<file path="src/rtl/serial_word_rx.sv">
// Receive deserializer: mode bit then WIDTH data bits (MSB first) -> parallel word.
// Ports: clk, reset, RxDin, RxEn in; RxDout, RxMode, RxDone, RxErr, RxBusy out.
module serial_word_rx #(
  parameter int WIDTH = 32
) (
  input  logic             clk,
  input  logic             reset,
  input  logic             RxDin,
  input  logic             RxEn,
  output logic [WIDTH-1:0] RxDout,
  output logic             RxMode,
  output logic             RxDone,
  output logic             RxErr,
  output logic             RxBusy
);

  localparam int CW = $clog2(WIDTH);
  localparam logic [CW-1:0] LAST = CW'(WIDTH - 1);

  typedef enum logic {
    IDLE,
    DATA
  } state_t;

  state_t           r_state;
  state_t           w_state_nxt;
  logic [CW-1:0]    r_cnt;
  logic [WIDTH-1:0] r_shift;
  logic             r_mode_sh;
  logic [WIDTH-1:0] r_dout;
  logic             r_mode;
  logic             r_done;
  logic             r_err;
  logic             r_busy;

  logic             w_start;
  logic             w_shift;
  logic             w_last;
  logic             w_abort;
  logic [WIDTH-1:0] w_word;

  assign w_word = {r_shift[WIDTH-2:0], RxDin};

  always_ff @(posedge clk or posedge reset) begin
    if (reset) begin
      r_state <= IDLE;
    end else begin
      r_state <= w_state_nxt;
    end
  end

  always_comb begin
    w_state_nxt = r_state;
    w_start     = 1'b0;
    w_shift     = 1'b0;
    w_last      = 1'b0;
    w_abort     = 1'b0;
    unique case (r_state)
      IDLE: begin
        if (RxEn) begin
          w_start     = 1'b1;
          w_state_nxt = DATA;
        end
      end
      DATA: begin
        if (!RxEn) begin
          w_abort     = 1'b1;
          w_state_nxt = IDLE;
        end else begin
          w_shift = 1'b1;
          if (r_cnt == LAST) begin
            w_last      = 1'b1;
            w_state_nxt = IDLE;
          end
        end
      end
    endcase
  end

  always_ff @(posedge clk or posedge reset) begin
    if (reset) begin
      r_cnt     <= '0;
      r_shift   <= '0;
      r_mode_sh <= 1'b0;
      r_dout    <= '0;
      r_mode    <= 1'b0;
      r_done    <= 1'b0;
      r_err     <= 1'b0;
      r_busy    <= 1'b0;
    end else begin
      r_done <= w_last;
      r_err  <= w_abort;
      r_busy <= (w_state_nxt == DATA);
      if (w_start) begin
        r_mode_sh <= RxDin;
        r_cnt     <= '0;
      end
      // Hold the counter on the final bit so it never wraps.
      if (w_shift) begin
        r_shift <= w_word;
        if (!w_last) begin
          r_cnt <= r_cnt + 1'b1;
        end
      end
      if (w_last) begin
        r_dout <= w_word;
        r_mode <= r_mode_sh;
      end
    end
  end

  assign RxDout = r_dout;
  assign RxMode = r_mode;
  assign RxDone = r_done;
  assign RxErr  = r_err;
  assign RxBusy = r_busy;

endmodule

</file>
<file path="config.mk">
export PLATFORM = sky130hd
export DESIGN_NAME = serial_word_rx
export DESIGN_NICKNAME = d
export VERILOG_FILES = /design/src/rtl/serial_word_rx.sv
export SDC_FILE = /design/constraint.sdc
export NUM_CORES = 1
export LEC_CHECK = 0
export ABC_AREA = 1
export BUFFER_PORTS_ARGS = -buffer_cell sky130_fd_sc_hd__buf_2
export CORE_MARGIN = 3
export CORE_UTILIZATION = 30
export CTS_BUF_LIST = sky130_fd_sc_hd__clkbuf_16
export CTS_CLUSTER_SIZE = 10
export DETAILED_ROUTE_END_ITERATION = 7
export GPL_ROUTABILITY_DRIVEN = 0
export GPL_TIMING_DRIVEN = 0
export SYNTH_ARGS = -nofsm -noshare
export SYNTH_HDL_FRONTEND = slang
export SYNTH_SLANG_ARGS = --single-unit
</file>
<file path="constraint.sdc">
create_clock -name clk -period 3 [get_ports clk]
set_clock_uncertainty 0.2 [all_clocks]
set_input_delay 0.3 -clock clk [delete_from_list [all_inputs] [get_ports clk]]
set_output_delay 0.3 -clock clk [all_outputs]
set_load 0.02 [all_outputs]
</file>
==> impl_results.md <==
- Outcome: finished, violations left
- Failing checks: negative hold slack
- Post-CTS setup buffer count: 0
- Area fraction of the dominant cell type after synthesis: around 65%
- Total grt overflow: 0
- Synth Register Bits: 73
- Initial Utilization: 31.40%
- Worst-path clk slew: 0.06 ns
- Post-CTS Resized: 0
- Post-Synth Simple-Gate Area: approximately an eighth
- Number of H-tree levels: 3
- CTS Hold Buffers Added: 1
- Die area: 10500 sq um
- Slew Limit Fails: 0
- Max VDD drop: 282.0 uV
- Post-synthesis mux area share: 0%
- Total Routing Usage GR: 12.08%
- First-pass detailed-route iteration total: 4
- RSZ-0062 raised after global routing: no
- Final hold slack: -0.05784 ns
- Final hold violations: 43
- Final Power: 2438 uW
- Placed cells: between 400 and 500
- I/O Pins: 40
- Layout Nets: between 300 and 400
- Synth Area in Compound Gates: 12.06%
- Drt wl/cell: 12.19 microns
- DR iter-0 viols: 64
- Synth-to-Final Area Change: 23.40%
- Final period util: 63.69%
- WL final: 5512 microns
- Synth top area cells: dfrtp_1 65%, nand2_1 12%, o21ai_0 6.1%, inv_1 5.2%, o21ai_1 5.0%
- Largest net degree at the start of global routing: 74
- Crit Path Class: reg -> reg
- Cell taking the most area after synthesis: dfrtp_1
- Synth Instances: 288
- Drc violations: 0
- Fin cells: 452
- Worst min path class: in -> async
- Syn_nets: between 200 and 300
- Worst r2r src: r_cnt[1]
- Worst-Margin Slew: slightly below 0.9 ns
- CP Data Required Time: 3.06 ns
- Syn Std Cell Area: 2791 sq um
- Worst Setup SP: r_cnt[1]
- Largest family of logic cells by synthesized area: simple AND/OR/NAND/NOR gates
- Clock sink count: 73
- Final setup violation count: 0
- Synth Area per Inst: ~9.7 sq um
- Post-Synth Adder-Cell Area: 0.8965%
- Clock Tree Root: clkbuf_16
- PD cells: 707.7 nW/um^2
- Met3 usage: about 3.4%
- Initial antenna violation count: 0
- Via density: 4.325
- Min cycle time layout: 1.911 ns
- CTS tree: built
- GR met1 Demand/Resource: 15.59%
- Post-DP HPWL: around 3700 microns
- Leakage power: 0.001727 uW
- Chip Height: 102.5 microns
- Register area share after synthesis: between 60% and 70%
- Pre-CTS setup slack: 1.080 ns
- Post-DRT Antenna Nets: 0
- Core area: 8891 sq um
- Share of cells above drive strength 1: 20.64%
- Deepest clock path buffer count: 2
- Post-synthesis xor/xnor area fraction: 0%
- Max Cap Viol: 0
- Num CTS Buffers: 9
- Cell variety after synth: 15
- Met2 track demand over resource: 18.57%
- Antenna diodes: 0
- Number of global-route vias before repair: a little over 2000
- Most used routing layer: met2
- Setup tns final: 0 ns
- Die X: 102.5 microns
- Setup slack after layout: 1.089 ns
- Fmax: between 0.5 and 0.6 GHz
- Startpoint Class: register
- Clock latency on the worst-skew pair: ~0.32 ns
- Count of input and output buffers: 39
- Via Count: slightly below 2000
- Yosys warns: 0
- Setup crit end kind: register
- Worst Path Arrival: 1.97 ns
- First-pass GRT wire length: 9715 microns
- Critical Path Fanout Max: 10
- Worst rel slew slack: 41.03%
- Site Rows: 34
power by group:
group	switching, uW	total (uW)	internal (uW)
clock	394	1110	720
combinational	137	200	63.3
sequential	47.6	1120	1080
kinds of logic after synthesis:
family	count (synthesis)
AND/OR/NAND/NOR	95
flip-flops	73
AO/OA/AOI/OAI	65
buffers and inverters	53
adder cells (fa/ha/maj)	2
worst paths after layout:
check	endpoint	slack, ns	cells past startpoint
min in group clk	RxDout[0]	0.06	3
max in group asynchronous	RxBusy	2.05	2
setup / recovery	RxDout[31]	1.09	8
hold / removal	r_shift[14]	-0.06	2
hold reg to reg	RxMode	0.28	2
setup reg to reg	RxDout[31]	1.09	8
worst max-delay path, cell delays in order (launching register included):
cell and delay [ns]:
dfrtp_1 0.39, ha_1 0.20, nand2_1 0.09, nor2_1 0.05, ha_1 0.23, nand2_1 0.11
clkbuf_1 0.39, nand2_1 0.10, nand2_1 0.08
area by class of cell:
class | count | area [sq um]
buffer | 14 | 87.58
clock buffer | 9 | 225.2
clock inverter | 7 | 85.08
fill | 910 | 5446
inverter | 39 | 148.9
multi-input combinational | 162 | 730.7
sequential | 73 | 1827
tap | 108 | 135.1
timing repair buffer | 40 | 205.2
cells in the final DEF, fill, tap and decap left out:
cell type,instances
nand2_1,87
dfrtp_1,73
buf_2,43
inv_1,38
o21ai_0,34
o21ai_1,28
clkbuf_16,9
clkinv_2,5
buf_4,4
clkbuf_1,4
nor2_1,4
o21ai_2,3
buf_6,2
nand3_1,2
ha_1,2
bufinv_16,2
nor2_4,1
or2_2,1
inv_4,1
dlygate4sd3_1,1
routing by layer:
metal	up-vias	wire length [microns]	part of all wire, %
met5	-	0	0
met2	35	2531	46
li1	999	-	-
met1	912	2615	47
met3	9	260	4.7
met4	0	104	1.9
metrics by stage:
stage	instance area, sq um	hold slack [ns]	util (%)
floorplan	2791	0.1664	-
global placement	3122	0.2573	35.11
detailed placement	3124	0.2650	35.14
CTS	3445	0.008126	38.74
global route	3445	0.05215	38.74
finish	3445	-0.05784	38.74
state kept, by name, summed over array words and instances (netlist names):
| name | cells |
|---|---|
| RxBusy | 1 |
| RxDone | 1 |
| RxDout | 32 |
| RxErr | 1 |
| RxMode | 1 |
| r_cnt | 5 |
| r_mode_sh | 1 |
| r_shift | 31 |
cells in the mapped netlist:
cell type,n
buf_4,4
nand3_1,2
or2_2,1
dfrtp_1,73
o21ai_0,34
buf_2,4
ha_1,2
o21ai_2,3
nand2_1,87
o21ai_1,28
nor2_4,1
inv_1,39
nor2_1,4
buf_6,2
clkbuf_1,4
Note: power is estimated with default switching activity, not from simulation.
